[src/rtl/fifo_math_sequencer.sv]
// fifo_math_sequencer
//   Runs one batch of vector-math operations. Operand vectors are popped in
//   lockstep from two fifo_arrays (A, B), handed to a fixed-latency math unit,
//   and every returned result vector is parked in a small result buffer and
//   then forwarded to the output fifo_array. Issue is credit based: an
//   operation only issues while (in_flight + buffered) < RES_DEPTH, so a
//   stalled output FIFO can never cause a returning result to be dropped.
//
// Ports
//   clock_i, reset_ni          clock (rising edge), async active-low reset
//   start_i, op_count_i        batch start pulse and operation count
//   busy_o, done_o, err_o      batch active, one-cycle completion, sticky error
//   a_empty_i / a_rd_en_o      operand A FIFO status / pop
//   b_empty_i / b_rd_en_o      operand B FIFO status / pop
//   math_in_valid_o            operands on the FIFO dout buses are valid
//   math_out_valid_i, math_res_i  result strobe and vector from the math unit
//   out_full_i / out_wr_en_o / out_din_o  output FIFO full / push / data
module fifo_math_sequencer #(
  parameter int DATA_WIDTH = 32,
  parameter int ARRAY_SIZE = 3,
  parameter int RES_DEPTH  = 8,
  parameter int CNT_WIDTH  = 16
) (
  input  logic                             clock_i,
  input  logic                             reset_ni,
  input  logic                             start_i,
  input  logic [CNT_WIDTH-1:0]             op_count_i,
  output logic                             busy_o,
  output logic                             done_o,
  output logic                             err_o,
  input  logic                             a_empty_i,
  output logic                             a_rd_en_o,
  input  logic                             b_empty_i,
  output logic                             b_rd_en_o,
  output logic                             math_in_valid_o,
  input  logic                             math_out_valid_i,
  input  logic [ARRAY_SIZE*DATA_WIDTH-1:0] math_res_i,
  input  logic                             out_full_i,
  output logic                             out_wr_en_o,
  output logic [ARRAY_SIZE*DATA_WIDTH-1:0] out_din_o
);

  localparam int VW = ARRAY_SIZE * DATA_WIDTH;
  localparam int PW = $clog2(RES_DEPTH);
  localparam int CW = PW + 1;

  typedef enum logic [1:0] {S_IDLE, S_RUN, S_DRAIN, S_DONE} state_e;

  state_e               state_q, state_d;
  logic [CNT_WIDTH-1:0] remaining_q, remaining_d;
  logic [CW-1:0]        in_flight_q, in_flight_d;
  logic [CW-1:0]        buf_count_q, buf_count_d;
  logic [PW-1:0]        wr_ptr_q, wr_ptr_d;
  logic [PW-1:0]        rd_ptr_q, rd_ptr_d;
  logic                 err_q, err_d;
  logic                 miv_q;
  logic [VW-1:0]        mem_q [RES_DEPTH];

  logic          issue, push, res_ok;
  logic [CW:0]   credit_sum;

  // Credit sum kept one bit wider so it can never wrap before the compare.
  assign credit_sum = {1'b0, in_flight_q} + {1'b0, buf_count_q};
  assign issue  = (state_q == S_RUN) && (remaining_q != '0) && !a_empty_i &&
                  !b_empty_i && (credit_sum < (CW+1)'(RES_DEPTH));
  assign push   = (buf_count_q != '0) && !out_full_i;
  // A result with nothing outstanding is a protocol error and is not stored.
  assign res_ok = math_out_valid_i && (in_flight_q != '0);

  // State register
  always_ff @(posedge clock_i or negedge reset_ni) begin
    if (!reset_ni) state_q <= S_IDLE;
    else           state_q <= state_d;
  end

  // Next-state logic
  always_comb begin
    state_d = state_q;
    unique case (state_q)
      S_IDLE:  if (start_i) state_d = S_RUN;
      S_RUN:   if (remaining_q == '0) state_d = S_DRAIN;
      S_DRAIN: if (in_flight_q == '0 && buf_count_q == '0) state_d = S_DONE;
      S_DONE:  state_d = S_IDLE;
      default: state_d = S_IDLE;
    endcase
  end

  // Outputs
  always_comb begin
    busy_o          = (state_q == S_RUN) || (state_q == S_DRAIN);
    done_o          = (state_q == S_DONE);
    err_o           = err_q;
    a_rd_en_o       = issue;
    b_rd_en_o       = issue;
    math_in_valid_o = miv_q;
    out_wr_en_o     = push;
    // Forced to zero when empty so reset shows a clean bus without
    // having to reset the buffer storage.
    out_din_o       = (buf_count_q != '0) ? mem_q[rd_ptr_q] : '0;
  end

  // Counters and pointers
  always_comb begin
    remaining_d = remaining_q;
    if (state_q == S_IDLE && start_i) remaining_d = op_count_i;
    else if (issue)                   remaining_d = remaining_q - CNT_WIDTH'(1);

    in_flight_d = in_flight_q;
    unique case ({issue, res_ok})
      2'b10:   in_flight_d = in_flight_q + CW'(1);
      2'b01:   in_flight_d = in_flight_q - CW'(1);
      default: in_flight_d = in_flight_q;
    endcase

    buf_count_d = buf_count_q;
    unique case ({res_ok, push})
      2'b10:   buf_count_d = buf_count_q + CW'(1);
      2'b01:   buf_count_d = buf_count_q - CW'(1);
      default: buf_count_d = buf_count_q;
    endcase

    wr_ptr_d = wr_ptr_q + PW'(res_ok);
    rd_ptr_d = rd_ptr_q + PW'(push);
    err_d    = err_q | (math_out_valid_i && (in_flight_q == '0));
  end

  always_ff @(posedge clock_i or negedge reset_ni) begin
    if (!reset_ni) begin
      remaining_q <= '0;
      in_flight_q <= '0;
      buf_count_q <= '0;
      wr_ptr_q    <= '0;
      rd_ptr_q    <= '0;
      err_q       <= 1'b0;
      miv_q       <= 1'b0;
    end else begin
      remaining_q <= remaining_d;
      in_flight_q <= in_flight_d;
      buf_count_q <= buf_count_d;
      wr_ptr_q    <= wr_ptr_d;
      rd_ptr_q    <= rd_ptr_d;
      err_q       <= err_d;
      // FIFO dout appears one cycle after the pop.
      miv_q       <= issue;
    end
  end

  // Result storage; contents are don't-care until counted in buf_count.
  always_ff @(posedge clock_i) begin
    if (res_ok) mem_q[wr_ptr_q] <= math_res_i;
  end

endmodule

[config.mk]
export PLATFORM = sky130hd
export DESIGN_NAME = fifo_math_sequencer
export DESIGN_NICKNAME = d
export VERILOG_FILES = /design/src/rtl/fifo_math_sequencer.sv
export SDC_FILE = /design/constraint.sdc
export NUM_CORES = 1
export LEC_CHECK = 0
export ABC_AREA = 0
export CORE_UTILIZATION = 50
export CTS_BUF_LIST = sky130_fd_sc_hd__clkbuf_8
export DETAILED_ROUTE_END_ITERATION = 12
export PLACE_DENSITY_LB_ADDON = 0.2
export REMOVE_ABC_BUFFERS = 1
export SYNTH_ARGS = -nofsm -noshare
export SYNTH_HDL_FRONTEND = slang
export SYNTH_SLANG_ARGS = --single-unit
[constraint.sdc]
create_clock -name clock_i -period 8.9 [get_ports clock_i]
set_clock_uncertainty 0.05 [all_clocks]
set_input_delay 0.89 -clock clock_i [delete_from_list [all_inputs] [get_ports clock_i]]
set_output_delay 0.89 -clock clock_i [all_outputs]
set_load 0.01 [all_outputs]
# --- Word level (Yosys, flattened, before mapping) ---
# Memory sizes are Yosys's and may differ from the RTL's.
# Cells that the tools add are included.
word_totals:
  register_bits: 34
  out_inout_bits: 103
  mem_count: 1
  input_bits: 119
  ramBits: 768
  elab_cells: 64
memory_table:
  columns: ["memory", "depth", "word_bits", "rd", "rd_clocked_by_memory_dff", "wr", "line", "text"]
  rows:
  - ["mem_q", 8, 96, 1, 0, 1, "57", "logic [VW-1:0] mem_q [RES_DEPTH];"]
op_classes:
  n_reduce_logical: 24
  eq_ne: 10
  n_mux: 11
  magnitude_cmp: 1
  add_sub_neg: 8
  n_bitwise: 1
ops:
  columns: ["cell", "count"]
  rows:
  - ["$mux 96", 1]
  - ["$mux 16", 2]
  - ["$logic_not 16->1", 1]
  - ["$pmux 4 s2", 2]
  - ["$reduce_bool 16->1", 1]
  - ["$sub 16x1->16 const B", 1]
  - ["$logic_and 1x1->1", 9]
  - ["$add 4x1->4 const B", 2]
  - ["$eq 2x2->1 const B", 4]
  - ["$logic_not 4->1", 2]
  - ["$pmux 2 s4", 1]
  - ["$reduce_bool 4->1", 2]
  - ["$sub 4x1->4 const B", 2]
  - ["$add 3x1->3", 2]
  - ["$eq 2x1->1 const B", 3]
  - ["$mux 2", 3]
  - ["$reduce_bool 2->1", 3]
  - ["$add 4x4->5", 1]
  - ["$lt 5x4->1 const B", 1]
  - ["$ne 2x2->1 const B", 2]
  - ["$logic_not 1->1", 3]
  - ["$reduce_and 3->1", 1]
  - ["$logic_not 2->1", 1]
  - ["$mux 1", 2]
  - ["3 further kinds", 3]

# --- Longest topological paths before layout ---
# Gate-level depths: netlist of run 1.
logic_depth:
  word_depth: 7
  depth_mapped: 12
  depth_no_buf: 12

# --- Least setup slack after synthesis of run 1 ---
# No wires, ideal clock.
synth_path:
  path_kind: "input to register"
  start: "input math_out_valid_i"
  end: "memory mem_q[0][0] (netlist name) (enable)"
  setup_time_ns: 0.668
  path_buffers: 0
  arrival_time_ns: 7.678
  slack_ns: 0.504
  required_ns: 8.182
  path_stages: 4
  path_cell_list: "nand2b_1 -> inv_1 -> nand2b_1 -> nor3_1"
synth_between:
  elab_chain_cells: 3
synth_lines:
  columns: ["item", "line", "text"]
  rows:
  - ["from (decl)", "36", "input logic math_out_valid_i,"]
  - ["$logic_and 1x1->1", "68", "assign res_ok = math_out_valid_i && (in_flight_q != '0);"]
  - ["$mux 1", "150", "if (res_ok) mem_q[wr_ptr_q] <= math_res_i;"]
  - ["$mux 1 (implied by the code)", "150", null]
  - ["to (decl)", "57", null]
# No other way between the ends.

# --- Final worst setup path of run 1 ---
layout_path:
  start: "register rd_ptr_q[0]"
  end: "output out_din_o[58]"
layout_between:
  elab_chain_cells: 2
layout_lines:
  columns: ["item", "line", "text"]
  rows:
  - ["from (decl)", "54", "logic [PW-1:0] rd_ptr_q, rd_ptr_d;"]
  - ["from (signal assigned)", "141", "rd_ptr_q <= rd_ptr_d;"]
  - ["$mem_v2 8x96", null, null]
  - ["$mux 96", "99", "out_din_o = (buf_count_q != '0) ? mem_q[rd_ptr_q] : '0;"]
  - ["to (decl)", "40", "output logic [ARRAY_SIZE*DATA_WIDTH-1:0] out_din_o"]
# No other way between the ends.

==> impl_summary.md, run 1 <==
Worst setup path
The endpoint arrival time on the critical path is 4440 ps. STA puts the critical path data required time at 7960 ps. STA classifies the critical path endpoint as a primary output.

The endpoint identified for the worst register-to-register timing path is in_flight_q[2]. The cell depth of the worst flop-to-flop path is 11. The maximum fanout along the worst path is 95. The setup slack on the worst flop-to-flop path is 5350 ps. In this run the critical register-to-register path is launched from in_flight_q[3]. The start-to-end type of the worst setup path is flip-flop to primary output. The type of origin of the critical path is a flip-flop.

Cells and area
For this run, the post-layout net count is 1902. The commonest non-fill, non-tap cell in the layout is edfxtp_1. The area of all placed cells without fillers is 36830 um2. Once layout is complete, the cells apart from fillers number 2701. The library cells used most frequently in the layout, excluding fill and tap cells, are edfxtp_1, clkdlybuf4s50_1, mux4_2, clkbuf_8, nor2_1.

The share of cells above drive strength 1 is 0.2119. The layout has 4592 filler cells. The area occupied by registers is 23920 um2. In the final layout, the multi-input gates occupy 6997 um2. The area added between synthesis and finish is 17.98%.

Pwr
The analysis attributes to cell leakage a power of 0.01224 uW. Internal power comes to 8359 uW. The relative contribution of combinational cells to total power is 0.338. Dividing total power by cell area gives a power density of 328.2 nW/um2. Of the total power, registers draw 0.422. The worst-case IR drop observed on VDD is 0.2074 mV. Summed over all nets, the switching power comes to 3731 uW. The share of total power dissipated in the clock network is 0.239. The switching share of total power is 0.3086.

Routing
The met1 wire length is 27150 um. The number of vias after detailed routing is 15190. Using the TritonRoute via totals, the vias-per-cell ratio works out to 5.623. Summed over all layers, the routed wires come to 64930 um. After the first detailed-routing iteration, the DRC count stood at 995. The routed wire length on met2 is 32760 um.

The first-pass iteration count of the detailed router is 5. Signal routing reaches up to met5. The count of antenna-violating nets left after detailed routing is 0. The number of remaining DRC errors is 0. After detailed routing, the average wire length per cell comes to 24.04 um. The routed length on met3 is 3617 um.

Logic synthesis
In this run, synthesis inferred 768 flip-flops with an integrated enable. The synthesized netlist contains 50 unique library cells. The synthesized design spends more area on one cell type than any other, namely edfxtp_1. The register area share after synthesis is 0.7659. The yosys synthesis warning count is 0. The synthesized-area fraction occupied by ao, oa, aoi and oai cells is 0.01258. The post-synthesis instance area is 31220 um2. Counting flops and latches in the post-synthesis netlist gives 802. The most used flip-flop cell after synthesis is edfxtp_1. The post-synthesis simple-gate area fraction is 0.02785. The fraction of the mapped netlist area in adder cells is 0.008256.

By area, the combinational part of the netlist is dominated by multiplexers. The area share of the largest cell type after synthesis is 0.7387. In the synthesized netlist, the number of instances is 1457. The average instance in the mapped netlist occupies 21.43 um2. The fraction of synthesis flops using an asynchronous set or reset pin is 0.04239. Of the post-synthesis cell area, the part taken by muxes is 0.1706. The xor and xnor area share after synthesis is 0.002805.

Yosys attributes the largest share of cell area to edfxtp_1, mux4_2, mux2i_1.

Global route
Entering global routing, the biggest net connects 121 pins. Across every metal layer, demand over resource in global routing totals 0.2116. The number of global-route vias before repair is 16350. The number of antenna violations at the first check in global routing is 6. The total overflow reported by the global router is 0. The first-pass GRT wire length is 98350 um.

Floorplan
The count of pins on the block boundary is 222. For this configuration, the core starts out at a cell density of 0.5059. The floorplan has 91 rows.

The y dimension of the die is 251.9 um. The die covers 63450 um2. The area of the core is 61710 um2. From left edge to right edge, the die measures 251.9 um.

Clock network
CTS placed an instance of clkbuf_8 at the clock tree root. The clock-pin transition on the worst setup and hold timing paths is 60 ps. Counting every sink on the clock net gives 802. Post-CTS repair changed the size of 0 cells. The post-CTS setup buffer count is 0. The TritonCTS clock tree is done. Buffers inserted to repair hold after CTS numbered 0. The H-tree was split into 4 levels. The clock latency on the worst-skew pair is 760 ps. The number of buffers added by the clock tree synthesis step is 133. The maximum buffer depth of the clock tree is 3.

STA
The total of endpoints with negative setup slack in the final report is 0. Dividing the final minimum period by the clock period gives 0.6048. The final critical path time including I/O delays and setup is 5383 ps. Based on the critical path, the design can be clocked at up to 185.8 MHz. Setup repair after global routing left no endpoint under its margin. The worst-margin pin slew is 1210 ps. Measured against its own limit, the worst slew margin works out to 0.1931. The count of endpoints failing hold in the final timing report came to 0. The max-slew violation count is 0.

Worst hold path
Counting instances, the worst hold path has a depth of 1. The worst hold path belongs to the class flip-flop to flip-flop. In this run the most critical hold path is launched from err_o.

The capture endpoint of the worst hold path is err_o.

Placement
Detailed placement finished with a half-perimeter wire length of 34140 um. The number of placed instances, taps included is 2465. The post-detailed-placement cell area is 34450 um2. The number of buffers inserted by port buffering is 221. The final weighted congestion in routability-driven placement is 0.7861.

Flow run
The tool flagged a number of max-cap violations equal to 0.

Run status
The run finished with clean final reports.
==> power by group through the flow <==
stage / logic, uW / clock network [uW] / registers (uW)
finish: 4090 / 2890 / 5100
global route: 4410 / 3130 / 5170
CTS: 4190 / 2980 / 5120
detailed placement: 4180 / 0 / 5190
global placement: 4150 / 0 / 5160
floorplan: 2690 / 0 / 5440
==> stage by stage <==
stage	setup slack (ps)	util	hold slack (ps)	setup TNS [ps]	power, uW
5_1_grt	3097	0.5968	447.1	0	12710
3_3_place_gp	4149	0.5583	393.4	0	9314
4_1_cts	3271	0.5967	409.2	0	12290
6_report	3517	0.5969	407.5	0	12090
3_5_place_dp	4114	0.5583	396.4	0	9369
2_1_floorplan	-1066	-	419.9	-44110	8128
==> metal layers <==
layer,vias to the layer above,GRT usage
met4,8,0.06805
met5,-,0
li1,6668,-
met1,8010,0.2785
met2,388,0.3440
met3,115,0.05860
==> registers in the layout, indices dropped and copies added, names as in the netlist <==
| signal | count |
|---|---|
| buf_count_q | 4 |
| remaining_q | 16 |
| wr_ptr_q | 3 |
| in_flight_q | 4 |
| math_in_valid_o | 1 |
| state_q | 2 |
| mem_q | 768 |
| rd_ptr_q | 3 |
| err_o | 1 |
==> Yosys cell counts (9+ instances only) <==
cell and instances:
ha_1 19, o31ai_1 9, dfrtp_1 34, buf_1 12
clkbuf_1 43, a31oi_1 11, nor2_1 121, edfxtp_1 768
buf_2 19, inv_1 14, mux2i_1 98, mux4_2 192
or4_1 10, nand2_1 10
==> logic make-up (layout without fill, tap and decap cells) <==
kind of cell	count (synthesis)	count (layout)
flip-flops	802	802
multiplexers	292	292
AND/OR/NAND/NOR	187	187
buffers and inverters	90	492
AO/OA/AOI/OAI	56	56
adder cells (fa/ha/maj)	20	20
XOR/XNOR	10	10
other	0	5
==> critical path, stage by stage, from the launching register on <==
cell             delay [ps]
dfrtp_4                 940
buf_12                  620
buf_4                   580
mux4_2                  580
mux2i_1                 160
nor2_1                  100
clkdlybuf4s50_1         540
==> final cells by class <==
type	count	share of cell area
repair buffers	247	0.06603
well taps	837	0.02843
inverters	14	0.001427
flip-flops and latches	802	0.6495
clock inverters	88	0.01087
multi-input cells	565	0.1900
diodes	5	0.0003397
clock buffers	143	0.05343
==> how the worst max path moves through the flow <==
stage / from / end / depth (start not counted)
finish: rd_ptr_q[0] / out_din_o[58] / 6
global route: rd_ptr_q[0] / out_din_o[58] / 6
CTS: rd_ptr_q[0] / out_din_o[58] / 6
detailed placement: rd_ptr_q[0] / out_din_o[58] / 6
global placement: rd_ptr_q[0] / out_din_o[77] / 6
floorplan: buf_count_q[1] / buf_count_q[3] / 8
No activity file was read; power rests on OpenSTA's default activity.
==> inputs of run 2 (changes only) <==
==> constraint.sdc (replaced) <==
create_clock -name clock_i -period 4.7 [get_ports clock_i]
set_clock_uncertainty 0.05 [all_clocks]
set_input_delay 0.47 -clock clock_i [delete_from_list [all_inputs] [get_ports clock_i]]
set_output_delay 0.47 -clock clock_i [all_outputs]
set_load 0.01 [all_outputs]
==> run 2 against run 1 <==
Effect of this change:
- sequential share of layout area down 0.28 points
- wire length is 0.17% lower
- total power grew 90%
- design area is 0.43% higher
- clock power grew 87%
- first-iteration DRC count is 1.6% lower
- count of clock-buffer cells in the layout decreased by 5
- flip-flop and latch count unchanged
- register-to-register slack got worse by 4100 ps
- hold slack lost 320 ps
==> impl_summary.md, run 2 (synthesis results as in run 1) <==
Floorplan
The placement row count is 91 (unchanged). The count of pins on the block boundary is 222 (unchanged). The area of the die is 63450 um2 (unchanged). The starting density of the core is 0.5059 (unchanged).

The y dimension of the die is 251.9 um (unchanged). The area of the core came to 61710 um2 (unchanged). The horizontal die dimension is 251.9 um (unchanged).

Cells and area
The area occupied by registers is 23920 um2 (unchanged). The largest register by flop count is mem_q. The area added between synthesis and finish is 18.49%. The share of cells above drive strength 1 was 0.2186 (+0.006708). The area of all placed cells without fillers came to 36990 um2 (+0.43%). Leaving out fill and tap cells, the most frequent cells in the layout are edfxtp_1, clkdlybuf4s50_1, mux4_2, clkbuf_8, nor2_1. The filler cell count in the final layout is 4537 (-1.2%). The commonest non-fill, non-tap cell in the layout is edfxtp_1. The largest registers in the layout are mem_q: 768 flops, remaining_q: 16 flops. The number of nets in the layout is 1915 (+0.68%). The number of flip-flops in the largest register is 768 (unchanged).

The area of the multi-input gates was 6997 um2 (unchanged).

Routing
The vias per cell was 5.614 (-0.16%). The first-pass iteration count of the detailed router is 5 (unchanged). The DRC violation total after the first TritonRoute iteration came to 979 (-1.6%). The total routed wirelength is 64820 um (-0.17%). The count of antenna-violating nets left after detailed routing is 0 (unchanged). The number of vias after detailed routing is 15200 (+0.059%).

The post-detailed-route wirelength per cell came to 23.94 um (-0.39%). The number of remaining DRC errors came to 0 (unchanged).

Clock network
The number of buffers added by the clock tree synthesis step is 133 (unchanged). The clock-pin transition on the worst setup and hold timing paths is 60 ps (about the same). The maximum buffer depth of the clock tree is 3 (unchanged). The number of levels in the clock H-tree is 4 (unchanged). The post-CTS setup buffer count was 0 (unchanged).

The clock latency on the worst-skew pair is 760 ps (about the same). The count of cells resized by post-cts repair was 0 (unchanged). The number of buffers inserted for hold repair after clock tree synthesis was 0 (unchanged). Clock tree synthesis selected as its root buffer the cell clkbuf_8. The CTS sink count is 802 (unchanged). TritonCTS built the clock tree.

Global route
The first-pass GRT wire length is 98010 um (-0.34%). The overall global routing resource usage is 0.2110 (-0.0005949). The met1 routing resource usage after global routing is 0.2780 (-0.0005136). The maximum number of pins on one net before global-route repair is 83 (-31%). The total overflow reported by the global router was 0 (unchanged). met2 is the most crowded layer.

The met2 global-route usage is 0.3444 (+0.0004736). The number of global-route vias before repair is 16240 (-0.69%). The met3 track utilization from global routing came to 0.05241 (-0.006190). The number of antenna violations at the first check in global routing was 10 (+4).

Worst setup path
The endpoint identified for the worst register-to-register timing path is in_flight_q[2]. The cell depth of the worst flop-to-flop path is 11 (unchanged). The maximum fanout along the worst path is 36 (-62%).

The data required time of the critical path came to 4180 ps (-3780 ps). The endpoint arrival time on the critical path is 3610 ps (-830 ps). The worst flop-to-flop path startpoint is in_flight_q[3]. The worst setup path is captured at a primary output. The setup slack on the worst flop-to-flop path was 1260 ps (-4090 ps).

The type of origin of the critical path is a flip-flop. The start-to-end type of the worst setup path is flip-flop to primary output.

STA
The max-slew violation count came to 0 (unchanged). The total of endpoints with negative setup slack in the final report was 0 (unchanged). The count of endpoints failing hold in the final timing report was 0 (unchanged).

In the finished design, the share of the clock period the worst path needs comes to 0.8781. Setup repair after global routing left no endpoint under its margin. The final critical-path setup slack is 572.9 ps (-2944 ps). Subtracting the final worst setup slack from the clock period gives 4127 ps. The worst hold slack across all endpoints is 83.32 ps (-324.2 ps). The worst-margin pin slew came to 956.6 ps (-253.7 ps).

The worst slew margin relative to its limit is 0.3607 (+0.1676). Static timing analysis puts the maximum clock frequency at 242.3 MHz.

Pwr
The fraction of power consumed by sequential logic is 0.417 (-0.005). The internal power component is 15860 uW (+90%). The relative contribution of combinational cells to total power is 0.347 (+0.009). The clock network fraction of total power is 0.236 (-0.003). The largest voltage drop on the vdd net is 0.4008 mV (+93%). The switching power is 7119 uW (+91%).

The leakage component of the power is 0.01228 uW (+0.30%). The power density relative to cell area is 621.1 nW/um2 (+89%). The switching share of total power is 0.3098 (+0.001219).

Placement
The post-detailed-placement half-perimeter wirelength is 34850 um (+2.1%). The final weighted congestion in routability-driven placement is 0.7908 (+0.60%). The number of buffers inserted by port buffering was 221 (unchanged). The setup slack at placement is 1277 ps (-2837 ps). The post-detailed-placement cell area is 34680 um2 (+0.65%).

Flow run
The number of maximum-capacitance violations came to 0 (unchanged).

Worst hold path
The type of the most critical hold path is input pin to async pin.

Run status
The flow ran to the end, and the final reports show no timing, DRC or antenna violations.
[run 2: cell types whose count changed in the layout (fill, tap and decap cells not counted), sizes merged]
cell and delta:
clkinv +3, buf +13, clkinvlp +3, diode -1, inv -7, clkbuf -5
[run 2: final cells by class]
cell class	count	share of cell area
Tap cell	837	0.02831
Inverter	14	0.001421
Multi-Input combinational cell	565	0.1891
Antenna cell	4	0.0002706
Clock buffer	138	0.05134
Clock inverter	87	0.01106
Timing Repair Buffer	260	0.07177
Sequential cell	802	0.6467
[run 2: stage by stage]
stage                     power, uW  setup TNS, ps  utilization  cells
after CTS                     23330              0       0.5993   2703
after global placement        17760              0       0.5619   2478
after detailed placement      17870              0       0.5619   2478
final                         22980              0       0.5995   2707
after global routing          24150              0       0.5994   2706
after floorplan               14680       -1577530            -   1381
[run 2: worst max-delay path, cell delays in order (launching register included)]
cell and delay [ps]:
dfrtp_4 960, buf_4 500, mux4_2 560, mux2i_1 220, nor2_1 70, clkdlybuf4s50_1 500
[run 2: power groups by stage]
stage	logic, uW	clock network (uW)	registers [uW]
3_5_place_dp	8130	0	9750
6_report	7980	5410	9580
3_3_place_gp	8090	0	9680
2_1_floorplan	4510	0	10200
5_1_grt	8590	5870	9690
4_1_cts	8160	5570	9610
[run 2: metal layers]
layer / wire, um / vias to the layer above
li1: - / 6683
met1: 27310 / 8027
met2: 32550 / 355
met3: 3592 / 119
met4: 1269 / 14
met5: 94 / -
[run 2: worst max-delay path by stage]
stage          slack, ps      startpoint              to
6_report             570     rd_ptr_q[0]   out_din_o[49]
5_1_grt              330     rd_ptr_q[0]   out_din_o[49]
4_1_cts              390     rd_ptr_q[0]   out_din_o[49]
3_5_place_dp        1280  in_flight_q[3]  in_flight_q[2]
3_3_place_gp        1290     rd_ptr_q[0]   out_din_o[49]
2_1_floorplan      -5270  buf_count_q[1]  buf_count_q[3]
